### src/rtl/uart_tx_frame_if.sv
// FIFO read handshake between the transmit FIFO and the UART framer.
// The framer is the master: it issues the read strobe and consumes the word.
interface uart_tx_frame_if #(
  parameter int DATA_BITS = 8
);
  logic [DATA_BITS-1:0] data_in;
  logic                 empty;
  logic                 read_enable;
  logic                 data_valid;

  modport master (output read_enable, input data_in, empty, data_valid);
  modport slave  (input read_enable, output data_in, empty, data_valid);
endinterface

### src/rtl/uart_tx_frame.sv
// UART transmitter: fetches one word from a 1-cycle-latency FIFO and sends it as
// start / DATA_BITS LSB-first / optional parity / STOP_BITS stop, all outputs registered.
module uart_tx_frame #(
  parameter int CLKS_PER_BIT = 868,
  parameter int DATA_BITS    = 8,
  parameter int PARITY_MODE  = 0,
  parameter int STOP_BITS    = 1
) (
  input  logic               clk,
  input  logic               reset,
  uart_tx_frame_if.master    fifo,
  output logic               tx,
  output logic               busy,
  output logic               tx_done
);
  localparam int CW = $clog2(CLKS_PER_BIT);
  localparam int BW = $clog2(DATA_BITS + 1);
  localparam logic [CW-1:0] CNT_MAX  = CW'(CLKS_PER_BIT - 1);
  localparam logic [BW-1:0] BIT_LAST = BW'(DATA_BITS - 1);
  localparam logic          STOP_LAST = 1'(STOP_BITS - 1);
  localparam logic          ODD = (PARITY_MODE == 1);

  typedef enum logic [2:0] {IDLE, FETCH, START, DATA, PARITY, STOP} state_t;

  state_t               state;
  logic [CW-1:0]        cnt;
  logic [BW-1:0]        bidx;
  logic                 stop_cnt;
  logic [DATA_BITS-1:0] shreg;
  logic                 par;
  logic                 rd_en;

  assign fifo.read_enable = rd_en;

  wire last = (cnt == CNT_MAX);

  always_ff @(posedge clk) begin
    if (reset) begin
      state    <= IDLE;
      cnt      <= '0;
      bidx     <= '0;
      stop_cnt <= 1'b0;
      shreg    <= '0;
      par      <= 1'b0;
      rd_en    <= 1'b0;
      tx       <= 1'b1;
      busy     <= 1'b0;
      tx_done  <= 1'b0;
    end else begin
      rd_en   <= 1'b0;
      tx_done <= 1'b0;
      case (state)
        IDLE: begin
          tx <= 1'b1;
          if (!fifo.empty) begin
            rd_en <= 1'b1;
            busy  <= 1'b1;
            state <= FETCH;
          end
        end
        FETCH: begin
          // The strobe cycle itself belongs to IDLE; data_valid there is stray.
          if (fifo.data_valid && !rd_en) begin
            shreg <= fifo.data_in;
            par   <= (^fifo.data_in) ^ ODD;
            tx    <= 1'b0;
            cnt   <= '0;
            state <= START;
          end
        end
        START: begin
          if (last) begin
            cnt   <= '0;
            bidx  <= '0;
            tx    <= shreg[0];
            shreg <= shreg >> 1;
            state <= DATA;
          end else begin
            cnt <= cnt + 1'b1;
          end
        end
        DATA: begin
          if (last) begin
            cnt <= '0;
            if (bidx == BIT_LAST) begin
              stop_cnt <= 1'b0;
              if (PARITY_MODE != 0) begin
                tx    <= par;
                state <= PARITY;
              end else begin
                tx    <= 1'b1;
                state <= STOP;
              end
            end else begin
              bidx  <= bidx + 1'b1;
              tx    <= shreg[0];
              shreg <= shreg >> 1;
            end
          end else begin
            cnt <= cnt + 1'b1;
          end
        end
        PARITY: begin
          if (last) begin
            cnt      <= '0;
            stop_cnt <= 1'b0;
            tx       <= 1'b1;
            state    <= STOP;
          end else begin
            cnt <= cnt + 1'b1;
          end
        end
        STOP: begin
          tx <= 1'b1;
          if (last) begin
            cnt <= '0;
            if (stop_cnt == STOP_LAST) begin
              tx_done <= 1'b1;
              busy    <= 1'b0;
              state   <= IDLE;
            end else begin
              stop_cnt <= stop_cnt + 1'b1;
            end
          end else begin
            cnt <= cnt + 1'b1;
          end
        end
        default: state <= IDLE;
      endcase
    end
  end
endmodule

### src/flat_wrapper.sv
// flat-port wrapper written by rule: the top's interface ports become plain ports
module uart_tx_frame_flat 
#(
  parameter int CLKS_PER_BIT = 868,
  parameter int DATA_BITS    = 8,
  parameter int PARITY_MODE  = 0,
  parameter int STOP_BITS    = 1
)
  (clk, reset, tx, busy, tx_done, fifo_read_enable, fifo_data_in, fifo_empty, fifo_data_valid);
  uart_tx_frame_if #(.DATA_BITS(DATA_BITS)) fifo_i ();
  input  logic clk;
  input  logic reset;
  output logic tx;
  output logic busy;
  output logic tx_done;
  output wire logic [$bits(fifo_i.read_enable)-1:0] fifo_read_enable;
  input wire logic [$bits(fifo_i.data_in)-1:0] fifo_data_in;
  input wire logic [$bits(fifo_i.empty)-1:0] fifo_empty;
  input wire logic [$bits(fifo_i.data_valid)-1:0] fifo_data_valid;
  assign fifo_read_enable = fifo_i.read_enable;
  assign fifo_i.data_in = fifo_data_in;
  assign fifo_i.empty = fifo_empty;
  assign fifo_i.data_valid = fifo_data_valid;
  uart_tx_frame #(.CLKS_PER_BIT(CLKS_PER_BIT), .DATA_BITS(DATA_BITS), .PARITY_MODE(PARITY_MODE), .STOP_BITS(STOP_BITS)) u_core (.clk(clk), .reset(reset), .fifo(fifo_i), .tx(tx), .busy(busy), .tx_done(tx_done));
endmodule
### config.mk
export PLATFORM = sky130hd
export DESIGN_NAME = uart_tx_frame_flat
export DESIGN_NICKNAME = d
export VERILOG_FILES = /design/src/rtl/uart_tx_frame_if.sv /design/src/rtl/uart_tx_frame.sv /design/src/flat_wrapper.sv
export SDC_FILE = /design/constraint.sdc
export NUM_CORES = 1
export LEC_CHECK = 0
export ABC_AREA = 1
export BUFFER_PORTS_ARGS = -buffer_cell sky130_fd_sc_hd__buf_2
export CORE_ASPECT_RATIO = 1.4
export CORE_MARGIN = 3
export CORE_UTILIZATION = 49
export CTS_BUF_LIST = sky130_fd_sc_hd__clkbuf_4
export DETAILED_ROUTE_END_ITERATION = 8
export GPL_ROUTABILITY_DRIVEN = 0
export GPL_TIMING_DRIVEN = 1
export PLACE_DENSITY = 0.68
export SYNTH_ARGS = -nofsm -noshare
export SYNTH_HDL_FRONTEND = slang
export SYNTH_SLANG_ARGS = --single-unit
### constraint.sdc
create_clock -name clk -period 4.2 [get_ports clk]
set_clock_uncertainty 0.05 [all_clocks]
set_input_delay 0.42 -clock clk [delete_from_list [all_inputs] [get_ports clk]]
set_output_delay 0.42 -clock clk [all_outputs]
set_load 0.05 [all_outputs]
# Word-level counts from Yosys, hierarchy flattened
# Index checks and enable logic that the tools add are counted.
[op_classes]
add_sub_neg = 3
eq_ne = 16
mux = 39
bitwise = 3
n_reduce_logical = 20
[ops]
columns = ["op", "n"]
rows = [
  ["2-to-1 mux 8 bit", 4],
  ["2-to-1 mux 3 bit", 8],
  ["case mux 8 bit (3 select lines)", 1],
  ["2-to-1 mux 10 bit", 2],
  ["case mux 10 bit (2 select lines)", 1],
  ["case mux 3 bit (6 select lines)", 1],
  ["2-to-1 mux 1 bit", 15],
  ["AND reduction 5 bit", 3],
  ["2-to-1 mux 4 bit", 3],
  ["!= test 2 x 1 -> 1 bit (second input constant)", 6],
  ["adder 10 x 1 -> 10 bit (second input constant)", 1],
  ["equality test 10 bit (second input constant)", 1],
  ["case mux 4 bit (2 select lines)", 1],
  ["AND reduction 4 bit", 2],
  ["AND reduction 8 bit", 1],
  ["equality test 3 x 2 -> 1 bit (second input constant)", 2],
  ["equality test 3 bit (second input constant)", 2],
  ["!= test 2 bit (second input constant)", 3],
  ["nonzero test 2 bit", 3],
  ["nonzero test 3 bit", 2],
  ["case mux 1 bit (5 select lines)", 1],
  ["nonzero test 5 bit", 1],
  ["adder 4 x 1 -> 4 bit (second input constant)", 1],
  ["equality test 4 x 3 -> 1 bit (second input constant)", 1],
  ["other kinds (12)", 15],
]
[word_totals]
regBits = 30

# Longest topological paths before layout
# Gate-level depths: netlist of run 1.
[logic_depth]
ltp_word = 4
ltp_mapped = 12
depth_no_buf = 11

# Least setup slack after synthesis of run 1
# No wires, ideal clock.
[synth_timing]
path_type = "register to register"
start = "register u_core.cnt[0]"
end = "register u_core.tx"
setup_time_ns = 0.121
t_arrival_ns = 1.379
t_required_ns = 4.029
slack_ns = 2.650
stages_incl_launch_ff = 11
path_buffers = 0
period_less_slack_ns = 1.550
path_cell_list = "dfxtp_1 > ha_1 > nand2_1 > nor2_2 > nand3_4 > nand2_2 > nand2_4 > nor2_2 > nand2_1 > nand2_1 > nand3_1"
[synth_via]
elab_chain_len = 3
[synth_lines]
columns = ["item", "line", "source"]
rows = [
  ["start: declaration", "uart_tx_frame.sv:26", "logic [CW-1:0] cnt;"],
  ["start signal: assignment", "uart_tx_frame.sv:79", "cnt <= cnt + 1'b1;"],
  ["start signal: assignment", "uart_tx_frame.sv:100", "cnt <= cnt + 1'b1;"],
  ["start signal: assignment", "uart_tx_frame.sv:110", "cnt <= cnt + 1'b1;"],
  ["equality test 10 bit *", "uart_tx_frame.sv:35", "wire last = (cnt == CNT_MAX);"],
  ["!= test 2 x 1 -> 1 bit (no source line)", "--", ""],
  ["AND reduction 5 bit (no source line) *", "--", ""],
  ["end signal: assignment", "uart_tx_frame.sv:75", "tx <= shreg[0];"],
  ["end signal: assignment", "uart_tx_frame.sv:88", "tx <= par;"],
  ["end signal: assignment", "uart_tx_frame.sv:96", "tx <= shreg[0];"],
  ["end: declaration", "uart_tx_frame.sv:12", "output logic tx,"],
]
# Every way passes the cells marked *; elsewhere a longest branch is shown, timed or not.
# A chain may end at the register's enable or synchronous reset.

# Worst setup path in the final report of run 1
[layout_timing]
start = "register u_core.cnt[0]"
end = "register u_core.state[1]"
[layout_via]
elab_chain_len = 3
[layout_lines]
columns = ["item", "line", "source"]
rows = [
  ["equality test 10 bit *", "uart_tx_frame.sv:35", ""],
  ["!= test 2 x 1 -> 1 bit (no source line)", "--", ""],
  ["AND reduction 8 bit (no source line) *", "--", ""],
  ["end signal: assignment", "uart_tx_frame.sv:39", "state <= IDLE;"],
  ["end signal: assignment", "uart_tx_frame.sv:58", "state <= FETCH;"],
  ["end signal: assignment", "uart_tx_frame.sv:68", "state <= START;"],
  ["end: declaration", "uart_tx_frame.sv:25", "state_t state;"],
]
# Marks and branches as above.

==> metrics, run 1 <==
Worst Path Arrival 1940 ps; CP cell instances ha_1 -> nand2_1 -> nor2_2 -> nand3_4 -> nand2_2 -> nand2_4 -> nor2_2 -> nand3_1 -> nand2_1 -> nor2_1; multiplexer share of the synthesized area 0%; synth top area cells dfxtp_1, nand2_1, nor2_1, nand3_1, inv_1; FP Rows 24; RSZ-0062 raised after global routing false; CTS Buffer Depth 2; Inserted Diodes 0; clock latency on the worst-skew pair 330 ps; worst reg-to-reg setup slack 2440 ps; Synth cell types 29; grt ovf 0; status finished, final reports clean; Post-Route WL 3500 µm; dpl cells 296; Leakage Power 0.847 nW; CTS tree yes; GRT Total Usage 18.7%; Max Clk Rate ~0.57 GHz; antenna viol nets, final 0; postcts setup bufs 0; HP Start reset; VDD IR max 0.327 mV; Die Footprint 0.00421 mm²; Pre-Repair DR Iteration Count 4; Synth Warn # 0; reg2reg start u_core.cnt[0]; pwr dens 596 mW/mm²; setup TNS 0 ps; Root Driver clkbuf_4; Adder-Cell Fraction of Synth Area 1.48%; Worst Path Required 4380 ps; initial antenna violation count 0; Final setup viols 0; total number of vias roughly 1500; prevailing post-synth register cell dfxtp_1; fin. max-slew vios 0; largest net degree at the start of global routing 18; final routed DRC violation total 0; Avg WL per Cell approximately 12 µm; Core Region 0.00321 mm²; Synth Area in Simple Gates 46.4%; CP startpoint u_core.cnt[0]; first-pass GRT wire length 6150 µm; number of hold violations in the final report 0; Synth top area share 34.3%; Place WS around 2400 ps; Synth Cell Area between 0.0015 and 0.002 mm²; max cap viols 0; Seq/Total Area, Yosys 34.3%; post-synthesis area per instance 6.89 µm²; most instantiated cells after synthesis nand2_1, nor2_1, dfxtp_1; initial core utilization between 50 and 60%; crit path max fanout 9; Crit. End Element register; max incr delay on CP 380 ps; Num CTS Buffers 5; share of layout cells above drive strength 1 between 20 and 25%; H-tree depth 2; most common cell in the netlist nand2_1; vias in the first global route 1419; First DRT Iteration DRCs 32; die width 55.7 µm; Slew @ Worst Pin 544 ps; non-filler cells, final 303; type of the most critical hold path primary input to register; Syn Inst Count 246; Buffers on Ports 15; synthesis-stage register bit count 29; Slew HR 63.7%; post-synthesis net count 260; Post-synth EDFFs 0; fin nets 278; Synth area leader dfxtp_1; final setup margin approximately 2400 ps; Period minus WS final 1760 ps; post-cts hold buffer count 0; Synth Area in Compound Gates 9.38%; Synth Area in XOR/XNOR 0%; hpwl dp 2640 µm; Area Growth Syn to Fin 8.12%; CTS sink count 29; CTS resizes 0; Via density 5.01; Die Span Y 75.6 µm; final worst path period share 41.9%; Reg clk slew, reported paths 90 ps; Synth async-reset ratio 0%; highest-delay cell along the critical path dfxtp_1; Worst Path Class, Setup register to register; Startpoint Class register; io pins 16; largest family of logic cells by synthesized area simple AND/OR/NAND/NOR gates
## kinds of logic after synthesis
kind of cell | count (synthesis)
compound gates | 27
fa+ha+maj | 2
buf+inv | 33
flops | 29
simple gates | 155
## worst paths after layout
| kind | end | cells after the start |
|---|---|---|
| max | u_core.state[1] | 10 |
| min | u_core.busy | 2 |
| max reg2reg | u_core.state[1] | 10 |
| min reg2reg | u_core.cnt[6] | 2 |
## layer usage
layer	vias up	share of wire (%)	track usage (%)
met3	6	2.9	4.92
met1	670	45	20.3
li1	825	-	-
met2	17	50	34.3
met4	0	2.1	8.38
met5	-	0	0
## final cells by class
class | count | area (µm²)
clock buffer | 6 | 45.0
clock inverter | 1 | 3.75
fill | 327 | 1380
inverter | 29 | 109
multi-input combinational | 184 | 970
sequential | 29 | 581
tap | 39 | 48.8
timing repair buffer | 15 | 75.1
## through the flow
stage	hold slack, ps	power, mW	utilization [%]	instance area [µm²]
finish	265	1.09	57.0	1830
global route	266	1.19	57.0	1830
CTS	256	1.10	57.0	1830
detailed placement	392	0.937	55.5	1780
global placement	395	0.937	55.5	1780
floorplan	372	0.854	-	1690
## power by group
group | internal [mW] | switching (mW)
registers | 0.342 | 0.0542
logic | 0.164 | 0.369
clock network | 0.0671 | 0.0959
## worst max-delay path, delay by kind of cell (launching register included)
kind | cells | cell delay, ps
fa+ha+maj | 1 | 220
flops | 1 | 380
simple gates | 9 | 1000
## sequential cells by signal, indices dropped and copies added (netlist names)
name / flops
u_core.tx: 1
u_core.shreg: 8
u_core.busy: 1
u_core.fifo.read_enable: 1
u_core.cnt: 10
u_core.bidx: 4
u_core.state: 3
u_core.tx_done: 1
## cells in the final DEF, fill, tap and decap left out, types with 3 or more instances in the layout
cell      netlist  layout
dfxtp_1        29      29
buf_2           1      15
nor2_2          6       6
inv_2           6       6
o21ai_0         5       5
a21oi_1         8       8
nand2_1        64      64
nor2_1         32      32
nand3_1        19      19
nor3_1         11      11
inv_1          22      22
o21ai_1         8       8
nor3b_2         4       4
nand2_4         5       5
nand2_2         6       6
clkbuf_4        0       6
nand4_1         3       3
No activity file was read; power rests on OpenSTA's default activity.
==> run 2, diff against run 1 <==
--- a/config.mk
+++ b/config.mk
@@ -5,7 +5,7 @@
 export SDC_FILE = /design/constraint.sdc
 export NUM_CORES = 1
 export LEC_CHECK = 0
-export ABC_AREA = 1
+export ABC_AREA = 0
 export BUFFER_PORTS_ARGS = -buffer_cell sky130_fd_sc_hd__buf_2
 export CORE_ASPECT_RATIO = 1.4
 export CORE_MARGIN = 3
==> constraint.sdc (replaced) <==
create_clock -name clk -period 1.8 [get_ports clk]
set_clock_uncertainty 0.05 [all_clocks]
set_input_delay 0.18 -clock clk [delete_from_list [all_inputs] [get_ports clk]]
set_output_delay 0.18 -clock clk [all_outputs]
set_load 0.05 [all_outputs]
==> metrics, run 2 <==
Synth top area share 36.4% (+2.1 points); grt ovf 0 (unchanged); Leakage Power 0.779 nW (-8.0%); die width 54.2 µm (-2.6%); largest net degree at the start of global routing 22 (+4); Worst Path Class, Setup register to register; crit path buf inv count 1 (+1); Synth Warn # 0 (unchanged); number of hold violations in the final report 0 (unchanged); Most flops, register u_core.cnt; antenna viol nets, final 0 (unchanged); Die Footprint 0.00399 mm² (-5.3%); initial antenna violation count 0 (unchanged); Syn Inst Count 178 (-28%); Final setup viols 0 (unchanged); Die Span Y 73.5 µm (-2.7%); io pins 16 (unchanged); CTS Buffer Depth 2 (unchanged); FP Rows 23 (-4.2%); Fill cells 285 (-13%); total number of vias 1416 (-6.7%); Inserted Diodes 0 (unchanged); clock latency on the worst-skew pair 320 ps (about the same); Synth async-reset ratio 0% (unchanged); VDD IR max 0.600 mV (+84%); Avg WL per Cell 13.9 µm (+20%); Max Clk Rate 0.580 GHz (+1.9%); Startpoint Class register; Worst Path Required 1970 ps (-2410 ps); final hold slack 118 ps (-147 ps); first-pass GRT wire length 5900 µm (-4.1%); Via density 5.73 (+14%); GRT Total Usage 19.9% (+1.2 points); type of the most critical hold path primary input to register; final worst path period share 95.8% (+54 points); H-tree depth 2 (unchanged); most frequent cells in the layout dfxtp_1, nor2_1, buf_4; post-layout util 62.5% (+5.5 points); synthesis-stage register bit count 29 (unchanged); Seq/Total Area, Yosys 36.4% (+2.1 points); Root Driver clkbuf_4; Post-synth EDFFs 0 (unchanged); status finished, final reports clean; Reg clk slew, reported paths 90 ps (about the same); Synth cell types 50 (+72%); Num CTS Buffers 5 (unchanged); highest-delay cell along the critical path dfxtp_1; Post-Route WL 3420 µm (-2.1%); commonest non-fill, non-tap cell in the layout dfxtp_1; max reg flops 10 (unchanged); Worst Path Arrival 1900 ps (-40 ps); CP cell instances ha_1 -> and4bb_2 -> and4_1 -> o21ai_2 -> buf_6 -> mux2_2; max cap viols 0 (unchanged); Synth area leader dfxtp_1; top flop regs u_core.cnt x10, u_core.shreg x8, u_core.bidx x4; synth top area cells dfxtp_1, mux2i_1, mux2_2, nor2_1, nor2b_1; total power 1.73 mW (+59%); final routed DRC violation total 0 (unchanged); Crit. End Element register; pwr dens 927 mW/mm² (+55%); crit path max fanout 8 (-1); post-synthesis net count 192 (-26%); max incr delay on CP 340 ps (-40 ps); prevailing post-synth register cell dfxtp_1; setup TNS 0 ps (unchanged); Period minus WS final 1730 ps (-32.8 ps); post-route cell area 0.00187 mm² (+2.2%); fin. max-slew vios 0 (unchanged); post-placement cell area 0.00181 mm² (+1.3%); most common cell in the netlist dfxtp_1; First DRT Iteration DRCs 19 (-41%); Core Region 0.00299 mm² (-6.9%); Slew @ Worst Pin 441 ps (-103 ps); family with the most delay on the worst path simple AND/OR/NAND/NOR gates; CTS tree yes; Pre-Repair DR Iteration Count 4 (unchanged); most instantiated cells after synthesis dfxtp_1, nor2_1, a21oi_1, nor2b_1; RSZ-0062 raised after global routing false; share of layout cells above drive strength 1 28.6% (+8.1 points); Area Growth Syn to Fin 17.3%; initial core utilization 53.3% (+0.58 points); Slew HR 70.6% (+6.9 points); CTS sink count 29 (unchanged); hpwl dp 2570 µm (-2.4%); Synth Cell Area 0.00160 mm² (-5.8%); post-cts hold buffer count 0 (unchanged); fin nets 223 (-20%); vias in the first global route 1364 (-3.9%); Buffers on Ports 15 (unchanged); post-synthesis area per instance 8.96 µm² (+30%)
[run 2: cell count changes after synthesis, sizes merged, moves of 4 or more]
cell,change
nand2,-67
inv,-24
nor2,-23
nand3,-16
nor3,-11
nor2b,+9
mux2i,+8
mux2,+7
clkbuf,+5
xnor2,+5
xor2,+4
[run 2: per-layer routing]
layer	track usage (%)	wire length, µm	share of wire (%)
met2	34.4	1740	51
met4	6.65	51	1.5
met5	0	0	0
met3	5.68	144	4.2
met1	22.7	1490	43
[run 2: tightest hold or removal path, stage by stage]
cell    delay [ps]
buf_2           90
nor4_1          40
and2_1         140
[run 2: power breakdown]
part / switching [mW] / total (mW) / internal (mW)
Combinational: 0.335 / 0.603 / 0.268
Clock: 0.221 / 0.362 / 0.141
Sequential: 0.0566 / 0.770 / 0.713
[run 2: what timing repair did]
| item | in CTS | in global routing |
|---|---|---|
| endpoints found under the hold margin | 0 | 0 |
| setup buffers | 0 | 0 |
| gates resized for setup | 0 | 5 |
| endpoints found under the setup margin | 0 | 12 |
[run 2: final cells by class]
class / count / area, µm² / share of cell area [%]
repair buffers: 34 / 221 / 11.8
flip-flops and latches: 29 / 583 / 31.1
clock inverters: 3 / 12.5 / 0.668
inverters: 4 / 15.0 / 0.802
multi-input cells: 135 / 956 / 51.1
clock buffers: 5 / 37.5 / 2.01
well taps: 37 / 46.3 / 2.47
[run 2: cells by family after synthesis]
| family | Yosys count | share of synthesized area (%) |
|---|---|---|
| buffers and inverters | 14 | 4.23 |
| adder cells (fa/ha/maj) | 2 | 1.57 |
| AND/OR/NAND/NOR | 69 | 26.0 |
| AO/OA/AOI/OAI | 40 | 16.9 |
| multiplexers | 15 | 9.96 |
| XOR/XNOR | 9 | 4.94 |
| flip-flops | 29 | 36.4 |
[run 2: path summary, 6_finish.rpt]
check                     start                 endpoint  slack, ps  depth (start not counted)
hold reg to reg   u_core.cnt[9]            u_core.cnt[9]        430                          2
hold / removal       fifo_empty  u_core.fifo.read_enable        120                          3
setup / recovery  u_core.cnt[1]          u_core.shreg[5]         70                          6
setup reg to reg  u_core.cnt[1]          u_core.shreg[5]         70                          6
[run 2: through the flow]
step,setup WS [ps],std cells
6_report,74.7,247
5_1_grt,12.2,247
4_1_cts,31.3,247
3_5_place_dp,49.3,239
3_3_place_gp,88.0,239
2_1_floorplan,16.9,178
==> run 3, diff against run 2 <==
--- a/config.mk
+++ b/config.mk
@@ -15,6 +15,7 @@
 export GPL_ROUTABILITY_DRIVEN = 0
 export GPL_TIMING_DRIVEN = 1
 export PLACE_DENSITY = 0.68
+export RECOVER_POWER = 25
 export SYNTH_ARGS = -nofsm -noshare
 export SYNTH_HDL_FRONTEND = slang
 export SYNTH_SLANG_ARGS = --single-unit
==> metrics, run 3 (synthesized netlist as in run 2, its figures left out) <==
status finished, final reports clean; total number of vias 1413 (-0.21%); Startpoint Class register; Fill cells 285 (unchanged); CTS sink count 29 (unchanged); number of hold violations in the final report 0 (unchanged); fin nets 223 (unchanged); met1 Use GR 22.7% (unchanged); GRT met3 Usage 5.68% (unchanged); initial core utilization 53.3% (unchanged); Max Clk Rate 0.582 GHz (+0.38%); FP Rows 23 (unchanged); initial antenna violation count 0 (unchanged); Reg clk slew, reported paths 90 ps (about the same); Core Region 0.00299 mm² (unchanged); clock latency on the worst-skew pair 320 ps (about the same); first-pass GRT wire length 5900 µm (unchanged); area of the multi-input gates 956 µm² (unchanged); Die Footprint 0.00399 mm² (unchanged); die width 54.2 µm (unchanged); largest net degree at the start of global routing 22 (unchanged); Most flops, register u_core.cnt; Slew HR 60.1% (-11 points); vias in the first global route 1364 (unchanged); Period minus WS final 1720 ps (-6.54 ps); max cap viols 0 (unchanged); setup TNS 0 ps (unchanged); CTS tree yes; Worst Path Arrival 1890 ps (about the same); crit path max fanout 8 (unchanged); Area Growth Syn to Fin 16.8%; CP cell instances ha_1 -> and4bb_1 -> and4_1 -> o21ai_2 -> buf_6 -> mux2_2; io pins 16 (unchanged); Worst Path Required 1970 ps (about the same); hpwl dp 2570 µm (unchanged); Worst Path Class, Setup register to register; share of layout cells above drive strength 1 25.7% (-2.9 points); H-tree depth 2 (unchanged); Die Span Y 73.5 µm (unchanged); final worst path period share 95.5% (-0.36 points); Avg WL per Cell 13.8 µm (-0.44%); max reg flops 10 (unchanged); grt ovf 0 (unchanged); Root Driver clkbuf_4; CTS Buffer Depth 2 (unchanged); fin. max-slew vios 0 (unchanged); most frequent cells in the layout dfxtp_1, nor2_1, buf_4; Post-Route WL 3410 µm (-0.44%); max incr delay on CP 340 ps (about the same); Inserted Diodes 0 (unchanged); grt met2 use 34.4% (unchanged); VDD IR max 0.601 mV (+0.13%); commonest non-fill, non-tap cell in the layout dfxtp_1; type of the most critical hold path primary input to register; Leakage Power 0.765 nW (-1.8%); pwr dens 928 mW/mm² (+0.16%); GRT Total Usage 19.9% (unchanged); Buffers on Ports 15 (unchanged); postcts setup bufs 0 (unchanged); RSZ-0062 raised after global routing false; First DRT Iteration DRCs 21 (+2); Pre-Repair DR Iteration Count 4 (unchanged); highest-delay cell along the critical path dfxtp_1; total power 1.73 mW (-0.31%); antenna viol nets, final 0 (unchanged); Final setup viols 0 (unchanged); GRT busiest layer met2; crit path buf inv count 1 (unchanged); Num CTS Buffers 5 (unchanged); final routed DRC violation total 0 (unchanged); Slew @ Worst Pin 601 ps (+160 ps); top flop regs u_core.cnt x10, u_core.shreg x8, u_core.bidx x4; final setup margin 81.2 ps (+6.54 ps); Via density 5.72 (-0.21%); Crit. End Element register; post-layout util 62.2% (-0.29 points); Register Area 583 µm² (unchanged); Place WS 49.3 ps (unchanged); family with the most delay on the worst path simple AND/OR/NAND/NOR gates
[run 3: area by class of cell]
class	count	area share, %
clock inverter	3	0.672
clock buffer	5	2.01
tap	37	2.48
inverter	4	0.806
multi-input combinational	135	51.3
timing repair buffer	34	11.4
sequential	29	31.3
[run 3: path summary, 6_finish.rpt]
path                 startpoint                       to  slack (ps)  depth (start not counted)
setup reg to reg  u_core.cnt[1]          u_core.shreg[5]          80                          6
hold / removal       fifo_empty  u_core.fifo.read_enable         120                          3
setup / recovery  u_core.cnt[1]          u_core.shreg[5]          80                          6
hold reg to reg   u_core.cnt[9]            u_core.cnt[9]         430                          2
[run 3: timing repair]
action,in CTS,in global routing
hold buffers,0,0
endpoints found under the setup margin,0,12
resized for setup,0,5
[run 3: per-layer routing]
metal  part of all wire, %  vias to the layer above
met5                     0                        -
met4                   1.2                        0
met3                   3.3                        4
met2                    52                       20
met1                    44                      670
li1                      -                      719
[run 3: power breakdown]
group / internal, mW / switching, mW
clock: 0.141 / 0.222
sequential: 0.713 / 0.0567
combinational: 0.262 / 0.335
total: 1.12 / 0.613
[run 3: through the flow]
step,hold WS [ps],instances,area (µm²)
after floorplan,329,178,1600
after global placement,409,239,1810
after global routing,127,247,1860
after CTS,100,247,1860
final,118,247,1860
after detailed placement,413,239,1810
[run 3: tightest hold or removal path, delay by kind of cell]
kind | cells | cell delay, ps
buffers and inverters | 1 | 90
AND/OR/NAND/NOR | 2 | 190
